## src/rtl/dmem_arbiter_if.sv

```systemverilog
// Single-master access bus for dmem_arbiter: request/beat handshake plus data.
// The master modport is the requester side; the slave modport is the arbiter side.
interface dmem_arbiter_if;
  logic        req;
  logic        we;
  logic        lock;
  logic [31:0] addr;
  logic [31:0] wdata;
  logic        ack;
  logic [31:0] rdata;

  modport master (
    output req, we, lock, addr, wdata,
    input  ack, rdata
  );

  modport slave (
    input  req, we, lock, addr, wdata,
    output ack, rdata
  );
endinterface

```

## src/rtl/dmem_arbiter.sv

```systemverilog
// Two-master data-memory arbiter: registered ownership, round-robin or fixed priority,
// bounded locked bursts. Optional stall counter when DMEM_ARB_PERF_EN is defined.
module dmem_arbiter #(
  parameter int unsigned PRIORITY_MODE = 0,
  parameter int unsigned LOCK_MAX      = 8
) (
  input  logic          sysclk,
  input  logic          reset,
  dmem_arbiter_if.slave m0,
  dmem_arbiter_if.slave m1,
  output logic [31:0]   mem_addr,
  output logic [31:0]   mem_wdata,
  output logic          mem_write,
  output logic          mem_read,
  input  logic [31:0]   mem_rdata
`ifdef DMEM_ARB_PERF_EN
  ,
  input  logic          perf_clr,
  output logic [15:0]   stall_cnt
`endif
);

  localparam logic [7:0] LockLast = 8'(LOCK_MAX - 1);

  typedef enum logic [1:0] {OwnNone, OwnM0, OwnM1} owner_e;

  owner_e     owner_q, owner_d;
  logic       last_q, last_d;
  logic [7:0] beat_q, beat_d;
  logic       active0, active1;
  logic       keep_lock;

  assign active0 = (owner_q == OwnM0) & m0.req;
  assign active1 = (owner_q == OwnM1) & m1.req;

  always_ff @(posedge sysclk or posedge reset) begin
    if (reset) begin
      owner_q <= OwnNone;
      last_q  <= 1'b1;
      beat_q  <= 8'd0;
    end else begin
      owner_q <= owner_d;
      last_q  <= last_d;
      beat_q  <= beat_d;
    end
  end

  always_comb begin
    owner_d   = owner_q;
    beat_d    = beat_q;
    last_d    = last_q;
    keep_lock = 1'b0;
    if (active0) begin
      last_d = 1'b0;
    end else if (active1) begin
      last_d = 1'b1;
    end
    keep_lock = (active0 & m0.lock & ((beat_q < LockLast) | ~m1.req)) |
                (active1 & m1.lock & ((beat_q < LockLast) | ~m0.req));
    // The tie-break uses last_d so the beat finishing now counts as served.
    if (keep_lock) begin
      owner_d = owner_q;
    end else if (!m0.req && !m1.req) begin
      owner_d = OwnNone;
    end else if (m0.req && !m1.req) begin
      owner_d = OwnM0;
    end else if (!m0.req && m1.req) begin
      owner_d = OwnM1;
    end else if (PRIORITY_MODE != 0) begin
      owner_d = OwnM0;
    end else begin
      owner_d = last_d ? OwnM0 : OwnM1;
    end
    if (keep_lock) begin
      beat_d = (beat_q == 8'hFF) ? beat_q : beat_q + 8'd1;
    end else if ((owner_d != owner_q) || (active0 & ~m0.lock) || (active1 & ~m1.lock)) begin
      beat_d = 8'd0;
    end
  end

  always_comb begin
    m0.ack    = active0;
    m1.ack    = active1;
    mem_addr  = 32'd0;
    mem_wdata = 32'd0;
    mem_write = 1'b0;
    mem_read  = 1'b0;
    if (active0) begin
      mem_addr  = m0.addr;
      mem_wdata = m0.wdata;
      mem_write = m0.we;
      mem_read  = ~m0.we;
    end else if (active1) begin
      mem_addr  = m1.addr;
      mem_wdata = m1.wdata;
      mem_write = m1.we;
      mem_read  = ~m1.we;
    end
  end

  assign m0.rdata = mem_rdata;
  assign m1.rdata = mem_rdata;

`ifdef DMEM_ARB_PERF_EN
  logic stall;
  assign stall = (m0.req & ~active0) | (m1.req & ~active1);

  always_ff @(posedge sysclk or posedge reset) begin
    if (reset) begin
      stall_cnt <= 16'd0;
    end else if (perf_clr) begin
      stall_cnt <= 16'd0;
    end else if (stall && (stall_cnt != 16'hFFFF)) begin
      stall_cnt <= stall_cnt + 16'd1;
    end
  end
`endif

endmodule
```

## src/flat_wrapper.sv

```systemverilog
// flat-port wrapper written by rule: the top's interface ports become plain ports
module dmem_arbiter_flat 
#(
  parameter int unsigned PRIORITY_MODE = 0,
  parameter int unsigned LOCK_MAX      = 8
)
  (sysclk, reset, mem_addr, mem_wdata, mem_write, mem_read, mem_rdata, m0_req, m0_we, m0_lock, m0_addr, m0_wdata, m0_ack, m0_rdata, m1_req, m1_we, m1_lock, m1_addr, m1_wdata, m1_ack, m1_rdata);
  dmem_arbiter_if m0_i ();
  dmem_arbiter_if m1_i ();
  input  logic sysclk;
  input  logic reset;
  output logic [31:0] mem_addr;
  output logic [31:0] mem_wdata;
  output logic mem_write;
  output logic mem_read;
  input  logic [31:0] mem_rdata;
  input wire logic [$bits(m0_i.req)-1:0] m0_req;
  input wire logic [$bits(m0_i.we)-1:0] m0_we;
  input wire logic [$bits(m0_i.lock)-1:0] m0_lock;
  input wire logic [$bits(m0_i.addr)-1:0] m0_addr;
  input wire logic [$bits(m0_i.wdata)-1:0] m0_wdata;
  output wire logic [$bits(m0_i.ack)-1:0] m0_ack;
  output wire logic [$bits(m0_i.rdata)-1:0] m0_rdata;
  input wire logic [$bits(m1_i.req)-1:0] m1_req;
  input wire logic [$bits(m1_i.we)-1:0] m1_we;
  input wire logic [$bits(m1_i.lock)-1:0] m1_lock;
  input wire logic [$bits(m1_i.addr)-1:0] m1_addr;
  input wire logic [$bits(m1_i.wdata)-1:0] m1_wdata;
  output wire logic [$bits(m1_i.ack)-1:0] m1_ack;
  output wire logic [$bits(m1_i.rdata)-1:0] m1_rdata;
  assign m0_i.req = m0_req;
  assign m0_i.we = m0_we;
  assign m0_i.lock = m0_lock;
  assign m0_i.addr = m0_addr;
  assign m0_i.wdata = m0_wdata;
  assign m0_ack = m0_i.ack;
  assign m0_rdata = m0_i.rdata;
  assign m1_i.req = m1_req;
  assign m1_i.we = m1_we;
  assign m1_i.lock = m1_lock;
  assign m1_i.addr = m1_addr;
  assign m1_i.wdata = m1_wdata;
  assign m1_ack = m1_i.ack;
  assign m1_rdata = m1_i.rdata;
  dmem_arbiter #(.PRIORITY_MODE(PRIORITY_MODE), .LOCK_MAX(LOCK_MAX)) u_core (.sysclk(sysclk), .reset(reset), .m0(m0_i), .m1(m1_i), .mem_addr(mem_addr), .mem_wdata(mem_wdata), .mem_write(mem_write), .mem_read(mem_read), .mem_rdata(mem_rdata));
endmodule
```

## config.mk

```make
export PLATFORM = sky130hd
export DESIGN_NAME = dmem_arbiter_flat
export DESIGN_NICKNAME = d
export VERILOG_FILES = /design/src/rtl/dmem_arbiter_if.sv /design/src/rtl/dmem_arbiter.sv /design/src/flat_wrapper.sv
export SDC_FILE = /design/constraint.sdc
export NUM_CORES = 1
export LEC_CHECK = 0
export ABC_AREA = 1
export CORE_AREA = 2 2 117 119
export DETAILED_ROUTE_END_ITERATION = 12
export DIE_AREA = 0 0 119 121
export DONT_BUFFER_PORTS = 1
export SYNTH_ARGS = -nofsm -noshare
export SYNTH_HDL_FRONTEND = slang
export SYNTH_SLANG_ARGS = --single-unit
```

## constraint.sdc

```tcl
create_clock -name sysclk -period 2.3 [get_ports sysclk]
set_input_delay 0.345 -clock sysclk [delete_from_list [all_inputs] [get_ports sysclk]]
set_output_delay 0.345 -clock sysclk [all_outputs]
set_load 0.005 [all_outputs]
```

After elaboration in Yosys (flattened, before gate mapping):

Index checks and enable logic that the tools add are counted.

* bits of input ports: 168
* output and inout port bits: 132
* register bits: 11

* muxes and demuxes: 18
* $lt $le $gt $ge: 1
* reduce and logical (&&, ||, !) cells: 9
* $add $sub $neg: 1
* equal/unequal tests: 5
* bitwise logic cells: 17

Operators by type and width (count)
* 32-bit two-way mux: 4
* 8-bit two-way mux: 3
* 2-bit two-way mux: 5
* 8-bit by 1-bit adder with 8-bit output, second input constant: 1
* 1-bit bitwise AND: 8
* 8-bit == test, second input constant: 1
* 8-bit by 3-bit less-than comparator with 1-bit output, second input constant: 1
* 1-bit two-way mux: 6
* 1-bit inverter: 6
* 1-bit logical AND: 3
* 1-bit bitwise OR: 3
* 2-bit by 1-bit == test with 1-bit output, second input constant: 1
* 2-bit == test, second input constant: 1
* 1-bit logical NOT: 2
* 1-bit logical OR: 2
* 2-bit != test: 1
* 2-bit != test, second input constant: 1
* 2-bit AND reduction: 1
* 2-bit nonzero test: 1

Longest topological paths before layout:

Gate-level depths: netlist of run 1.

* depth in word-level cells: 14
* gate-level depth with buffers: 15
* gate-level depth less buffers: 15

Worst setup path before layout of run 1:

OpenSTA, ideal clock, no wires.

* path type: reg2reg
* from: register u_core.beat_q[0]
* to: register u_core.beat_q[3]
* slack: 0.618 ns
* period minus slack after synthesis: 1.682 ns
* cell stages (with the launch flop): 16
* data arrival time: 1.566 ns
* data required time: 2.184 ns
* cell sequence: dfrtp_1 -> ha_1 -> nand2_1 -> nand2_1 -> o21ai_1 -> nand2_2 -> nand2_2 -> nor2_1 -> nand3_1 -> nand2_1 -> inv_1 -> nand2_2 -> nand2_4 -> nand2_4 -> nand2_1 -> nand2_1

* cells in the longest elaborated chain, start to end: 10

Ends and longest elaborated chain
* start: declaration: line dmem_arbiter.sv:29 `logic [7:0] beat_q, beat_d;`
* start signal: assignment: line dmem_arbiter.sv:44 `beat_q <= beat_d;`
* 8-bit by 3-bit less-than comparator with 1-bit output: line dmem_arbiter.sv:58, dmem_arbiter.sv:59
* 1-bit bitwise OR (on tied branches): line dmem_arbiter.sv:58, dmem_arbiter.sv:59
* 1-bit bitwise AND (on tied branches): line dmem_arbiter.sv:58, dmem_arbiter.sv:59
* 1-bit bitwise OR: line dmem_arbiter.sv:58 `keep_lock = (active0 & m0.lock & ((beat_q < LockLast) | ~m1.req)) |`
* 2-bit two-way mux: line dmem_arbiter.sv:61 `if (keep_lock) begin`
* 2-bit != test: line dmem_arbiter.sv:76 `end else if ((owner_d != owner_q) || (active0 & ~m0.lock) || (active1 & ~m1.lock)) begin`
* 1-bit logical OR (2 in series): line dmem_arbiter.sv:76
* 2-bit nonzero test (no line)
* 2-bit AND reduction (no line)

Several ways; a longest one is shown, not always the timed one. The select of a mux whose other input is x is not followed.
A chain may end at the register's enable or synchronous reset.

Worst setup path after layout of run 1:

* from: register u_core.owner_q[0]
* to: output port mem_wdata[26]

* cells in the longest elaborated chain, start to end: 4

Ends and longest elaborated chain
* start: declaration: line dmem_arbiter.sv:27 `owner_e owner_q, owner_d;`
* start signal: assignment: line dmem_arbiter.sv:38 `owner_q <= OwnNone;`
* start signal: assignment: line dmem_arbiter.sv:42 `owner_q <= owner_d;`
* 2-bit == test: line dmem_arbiter.sv:34 `assign active1 = (owner_q == OwnM1) & m1.req;`
* 1-bit bitwise AND: line dmem_arbiter.sv:34
* named net m1_ack: line flat_wrapper.sv:29 `output wire logic [$bits(m1_i.ack)-1:0] m1_ack;`
* 32-bit two-way mux: line dmem_arbiter.sv:93 `end else if (active1) begin`
* 32-bit two-way mux: line dmem_arbiter.sv:88 `if (active0) begin`
* end: declaration: line flat_wrapper.sv:13 `output logic [31:0] mem_wdata;`

The timed path passes the listed nets, and every way through them passes these cells.

==> results.md, run 1 <==
* FF+latch area at 276.5 µm²
* Global-route wire length before repair at 10.73 mm
* Critical path type: reg2out
* Final hold viol count at 10
* Hold_ws at -12.16 ps
* Clock Sinks at 11
* Routed len/inst at 23.15 µm
* VDD IR max at 0.0002635 V
* FF-to-FF setup slack at 390 ps
* Antenna Nets Post-Route at 0
* Reg2reg start: u_core.beat_q[0]
* Critical path launch point: u_core.owner_q[0]
* Final GP Congestion at 0.9240
* Post-route design area at 1690 µm²
* Max cap viols at 0
* Worst min-delay path class: in2async
* Syn Area/Cell at 7.166 µm²
* DP HPWL at 7.635 mm
* Fmax at 515.6 MHz
* Die Y at 121 µm
* Final WL at 8.521 mm
* Worst EP arrival at 1590 ps
* Die span in x at 119 µm
* Cell depth of the worst flop-to-flop path at 13
* Initial DRC count at 102
* Ports at 300
* Die area at 14400 µm²
* Clock skew at 1.758 ps
* Multi-input logic area at 973.4 µm²
* Failing checks: negative hold slack
* Area of the core at 13090 µm²
* CP startpoint kind: register
* Share of total power in the clock network at 25.2%
* Hold_buf cts at 0
* CTS Buf Count at 3
* Layout Nets at 362
* DP Cell Count at 364
* Worst-margin pin slew at 417.1 ps
* Layout cell share with drive strength beyond 1 at 9.896%
* Setup bufs post-CTS at 0
* H-tree Lvls at 1
* Average vias per placed instance at 4.361
* Post-route minimum period at 1939 ps
* Leak pwr at 0.7438 nW
* PostCTS Resize Cnt at 0
* Sequential share of the synthesized area at 14.62%
* Worst skew pair latency at 240 ps
* Global Route Usage Sum at 10.64%
* RSZ-0062 raised after global routing: false
* Netlist cell types at 24
* Setup TNS at 0 ps
* Clk root buf: clkbuf_16
* Yosys warns at 0
* Flops & latches, synth at 11
* Clk pin slew, worst setup/hold paths at 40 ps
* Status: finished, violations left
* Synth Instances at 264
* Endpoints failing setup at 0
* Worst setup path end: mem_wdata[26]
* GR Overflow Total at 0
* Crit end category: output port
* Antenna Cells at 0
* Fin cells at 368
* Initial core utilization at 14.46%
* Combinational share of power at 54.5%
* Pint at 725.0 µW
* Power Density at 737.5 nW/µm²
* Seq pwr share at 20.4%
* Final Cycle Share at 84.32%
* Fill cells at 1477
* Largest net degree at the start of global routing at 68
* Number of remaining DRC errors at 0
* Relative slew slack at 72.17%
* CTS tree: yes
* Critical-path maximum fanout at 67
* 1st-pass router iterations at 4
* Post-synth net total at 433
* Dpl cell area at 1612 µm²
* Port buffer count at 0
* Vias at 1605
* CP Data Required Time at 1960 ps
* Critical R2R Capture: u_core.beat_q[3]
* Vias in the first global route at 1396
* Mapped cell area at 1892 µm²
* Cell row count at 42
* Area Growth Syn to Fin at -10.65%
* Sw Share at 41.85%
* Clk buf depth at 2
* Max-slew violations at 0
* Sw Pwr at 521.8 µW
* Initial antenna violation count at 2
-- power by group through the flow --
stage	sequential, mW	clock, mW	combinational [mW]
2_1_floorplan	0.250	0	0.637
3_3_place_gp	0.252	0	0.675
3_5_place_dp	0.256	0	0.679
4_1_cts	0.253	0.321	0.684
5_1_grt	0.257	0.334	0.747
6_report	0.254	0.314	0.679
-- worst min-delay path by stage --
stage,endpoint,start,cells past startpoint,slack [ps]
after global routing,u_core.owner_q[0],reset,1,30
after global placement,u_core.owner_q[0],reset,1,240
after floorplan,u_core.beat_q[0],reset,1,200
after CTS,u_core.owner_q[0],reset,1,4
final,u_core.owner_q[0],reset,1,-10
after detailed placement,u_core.owner_q[0],reset,1,250
-- Yosys cell counts --
cell type,count,area [µm²]
dfstp_2,1,26.28
a21oi_1,2,10.01
nand2_2,3,18.77
ha_1,1,12.51
nand2_1,32,120.1
inv_1,25,93.84
dfrtp_1,10,250.2
nor2_2,1,6.260
nand2_4,2,22.52
nand3_1,18,90.09
o21bai_1,1,7.510
a22o_1,64,560.5
nand4_1,2,12.51
buf_4,65,488.0
buf_2,6,30.03
or2_2,3,18.77
nor3_1,2,10.01
a22oi_1,1,7.510
o21ai_1,2,10.01
nor2_1,11,41.29
clkbuf_1,5,18.77
nor3_2,1,10.01
o21ai_0,3,15.01
buf_1,3,11.26
-- layout make-up --
class | count | area share [%]
clock buffer | 4 | 4.663
inverter | 25 | 5.551
multi-input combinational | 149 | 57.59
sequential | 11 | 16.36
tap | 176 | 13.03
timing repair buffer | 3 | 2.813
-- sequential cells by signal (all words and copies together), names as in the netlist --
signal / cells
u_core.beat_q: 8
u_core.last_q: 1
u_core.owner_q: 2
-- per-layer routing --
metal | global-route usage, % | share of wire [%]
met1 | 11.76 | 34
met2 | 15.70 | 45
met3 | 8.177 | 19
met5 | 0 | 0.32
met4 | 3.274 | 1.2
-- metrics by stage --
stage / util [%] / hold WS, ps / worst slack (ps) / power [mW]
floorplan: - / 196.7 / 617.6 / 0.8876
global placement: 12.32 / 243.2 / 454.6 / 0.9274
detailed placement: 12.32 / 254.7 / 396.1 / 0.9345
CTS: 12.92 / 4.333 / 374.8 / 1.258
global route: 12.92 / 29.89 / 99.44 / 1.339
finish: 12.92 / -12.16 / 360.7 / 1.247
-- placed cells by master (no fill, tap or decap) --
master and count:
a21oi_1 2, a22o_1 64, a22oi_1 1, buf_12 2, buf_4 1, clkbuf_1 1, clkbuf_16 3, dfrtp_1 10
dfstp_2 1, ha_1 1, inv_1 23, inv_2 2, nand2_1 32, nand2_2 3, nand2_4 2, nand3_1 18
nand4_1 2, nor2_1 11, nor2_2 1, nor3_1 2, nor3_2 1, o21ai_0 3, o21ai_1 2, o21bai_1 1
or2_2 3
-- cell families (layout without fill, tap and decap cells) --
kind of cell | after synthesis | count (layout) | share of synthesized area, %
AO/OA/AOI/OAI | 73 | 73 | 32.28
adder cells (fa/ha/maj) | 1 | 1 | 0.6613
AND/OR/NAND/NOR | 75 | 75 | 18.52
flip-flops | 11 | 11 | 14.62
buffers and inverters | 104 | 32 | 33.93
-- critical path: stages, from the launching register on --
cell and delay (ps):
dfrtp_1 390, inv_1 80, nand3_1 180, inv_2 120, buf_12 260, a22o_1 280
(Power assumes the default switching activity.)
==> run 2: changes to the inputs <==
==> constraint.sdc (replaced) <==
create_clock -name sysclk -period 1.9 [get_ports sysclk]
set_input_delay 0.285 -clock sysclk [delete_from_list [all_inputs] [get_ports sysclk]]
set_output_delay 0.285 -clock sysclk [all_outputs]
set_load 0.005 [all_outputs]
==> run 2 against run 1 <==
Net effect:
- the run now ends clean
- clock skew grew 1.2 ps
- global-route usage grew 0.34 points
- final cell count grew 3.0%
- wire length grew 12%
- core utilization grew 1.9 points
- largest power group unchanged
==> results.md, run 2 (synthesis gave the netlist of run 1 again) <==
* Status: finished, final reports clean (was finished, violations left)
* Initial antenna violation count at 0 (was 2)
* CTS tree: yes (unchanged)
* Vias at 1713 (was 1605)
* Number of remaining DRC errors at 0 (unchanged)
* Crit-path leading delay family: simple AND/OR/NAND/NOR gates (was buffers and inverters)
* Sw Pwr at 750.6 µW (was 521.8 µW)
* Largest net degree at the start of global routing at 68 (unchanged)
* Initial core utilization at 14.46% (unchanged)
* Slowest CP cell: dfrtp_1 (unchanged)
* Relative slew slack at 69.26% (was 72.17%)
* Average vias per placed instance at 4.520 (was 4.361)
* Sw Share at 42.99% (was 41.85%)
* Initial DRC count at 93 (was 102)
* Critical path type: reg2reg (was reg2out)
* 1st-pass router iterations at 4 (unchanged)
* Global-route wire length before repair at 11.16 mm (was 10.73 mm)
* VDD IR max at 0.0002347 V (was 0.0002635 V)
* GR Overflow Total at 0 (unchanged)
* Most frequent cells in the layout: a22o_1 (58), nand2_1 (27), inv_1 (23) (was a22o_1 (64), nand2_1 (32), inv_1 (23))
* Worst min-delay path class: in2reg (was in2async)
* Final GP Congestion at 0.9293 (was 0.9240)
* Final WL at 9.524 mm (was 8.521 mm)
* Global Route Usage Sum at 10.97% (was 10.64%)
* Seq pwr share at 17.7% (was 20.4%)
* Final Cycle Share at 97.72%
* Area Growth Syn to Fin at 2.778% (was -10.65%)
* Antenna Nets Post-Route at 0 (unchanged)
* Largest stage delay, worst path at 390 ps (about the same)
* CP startpoint kind: register (unchanged)
* Final hold viol count at 0 (was 10)
* RSZ-0062 raised after global routing: true (was false)
* Layout cell share with drive strength beyond 1 at 24.63% (was 9.896%)
* Area of the core at 13090 µm² (unchanged)
* Die area at 14400 µm² (unchanged)
* Critical-path maximum fanout at 6 (was 67)
* Place WS at -24.25 ps (was 396.1 ps)
* Endpoints failing setup at 0 (unchanged)
* Top Registers: u_core.beat_q: 8 flops, u_core.owner_q: 2 flops, u_core.last_q: 1 flops (unchanged)
* Max-slew violations at 0 (unchanged)
* Clock Sinks at 11 (unchanged)
* Worst EP arrival at 1990 ps (was 1590 ps)
* Die span in x at 119 µm (unchanged)
* Worst skew pair latency at 240 ps (about the same)
* CP Data Required Time at 2040 ps (was 1960 ps)
* Routed len/inst at 25.13 µm (was 23.15 µm)
* Clk root buf: clkbuf_16 (unchanged)
* DP Cell Count at 364 (unchanged)
* Pint at 995.3 µW (was 725.0 µW)
* DP HPWL at 7.670 mm (was 7.635 mm)
* Max cap viols at 0 (unchanged)
* Crit end category: register (was output port)
* Worst-margin pin slew at 460.7 ps (was 417.1 ps)
* Antenna Cells at 0 (unchanged)
* H-tree Lvls at 1 (unchanged)
* WP buf/inv at 1 (was 3)
* Power Density at 897.9 nW/µm² (was 737.5 nW/µm²)
* Top reg by flops: u_core.beat_q (unchanged)
* Max reg flops at 8 (unchanged)
* Dpl cell area at 1612 µm² (unchanged)
* Fin cells at 379 (was 368)
* Cell row count at 42 (unchanged)
* CTS Buf Count at 3 (unchanged)
* Combinational share of power at 59.7% (was 54.5%)
* Vias in the first global route at 1475 (was 1396)
* Commonest non-fill, non-tap cell in the layout: a22o_1 (unchanged)
* Clk buf depth at 2 (unchanged)
* Die Y at 121 µm (unchanged)
* Fmax at 538.6 MHz
* Post-route design area at 1944 µm² (was 1690 µm²)
* Post-route minimum period at 1857 ps
* Layout Nets at 373 (was 362)
* Post-layout util at 14.86% (was 12.92%)
* CP Cell Sequence: ha_2, nand2_4, nand2_4, o21ai_2, nand2_2, nand2_4, nor2_1, nand3_1, nand2_1, inv_1, nand2_2, nand2_4, nand2_4, nand2_1, nand2_1 (was inv_1, nand3_1, inv_2, buf_12, a22o_1)
* Ports at 300 (unchanged)
* FF-to-FF setup slack at 40 ps (was 390 ps)
* Final WS setup at 43.31 ps (was 360.7 ps)
* Share of total power in the clock network at 22.6% (was 25.2%)
* Most frequent CP cell: nand2_4
* Port buffer count at 0 (unchanged)
* Clock skew at 3.003 ps (was 1.758 ps)
* Total power at 1.746 mW (was 1.247 mW)
* Leak pwr at 0.8609 nW (was 0.7438 nW)
* Clk pin slew, worst setup/hold paths at 40 ps (about the same)
run 2: path summary, 6_finish.rpt:
| kind | start | endpoint | depth (start not counted) |
|---|---|---|---|
| min | m1_req | u_core.last_q | 2 |
| min in group asynchronous | reset | u_core.beat_q[1] | 2 |
| max in group asynchronous | reset | u_core.last_q | 2 |
| min reg2reg | u_core.last_q | u_core.last_q | 2 |
| max | u_core.beat_q[0] | u_core.beat_q[5] | 15 |
| max reg2reg | u_core.beat_q[0] | u_core.beat_q[5] | 15 |
run 2: per-layer routing:
| metal | wire (µm) | vias to the layer above | GRT usage (%) | share of wire, % |
|---|---|---|---|---|
| li1 | - | 733 | - | - |
| met1 | 3283 | 830 | 12.18 | 34 |
| met2 | 4455 | 135 | 16.42 | 47 |
| met3 | 1634 | 15 | 8.130 | 17 |
| met4 | 151 | 0 | 3.274 | 1.6 |
| met5 | 0 | - | 0 | 0 |
run 2: stage by stage:
stage          setup TNS, ps  hold slack, ps
2_1_floorplan              0           136.7
3_3_place_gp               0           201.8
3_5_place_dp          -69.32           209.8
4_1_cts                    0           317.1
5_1_grt               -552.7           260.9
6_report                   0           240.6
run 2: power by group through the flow:
stage               registers, mW  logic, mW  clock network (mW)
global placement            0.306      0.820                   0
finish                      0.309       1.04               0.395
global route                0.313       1.13               0.415
floorplan                   0.303      0.772                   0
CTS                         0.304      0.871               0.401
detailed placement          0.310      0.834                   0
run 2: worst reg2reg max path, cell delays in order, from the launching register on:
cell,delay (ps)
dfrtp_1,390
ha_2,220
nand2_4,90
nand2_4,60
o21ai_2,130
nand2_2,120
nand2_4,100
nor2_1,60
nand3_1,100
nand2_1,60
inv_1,60
nand2_2,80
nand2_4,120
nand2_4,60
nand2_1,60
nand2_1,40
run 2: area by class of cell:
class	instances	area, µm²
timing repair buffer	13	161.4
tap	176	220.2
sequential	11	276.5
fill	1470	11140
clock buffer	4	78.83
inverter	25	93.84
multi-input combinational	150	1114
run 2: what timing repair did:
item                                    4_1_cts  5_1_grt
gates resized for setup                       1       25
endpoints found under the setup margin        8       73
pin swaps                                     4        7
hold endpoints to repair                     10        0
hold buffers                                  1        0
cloned                                        0        4
setup buffers                                 3        3
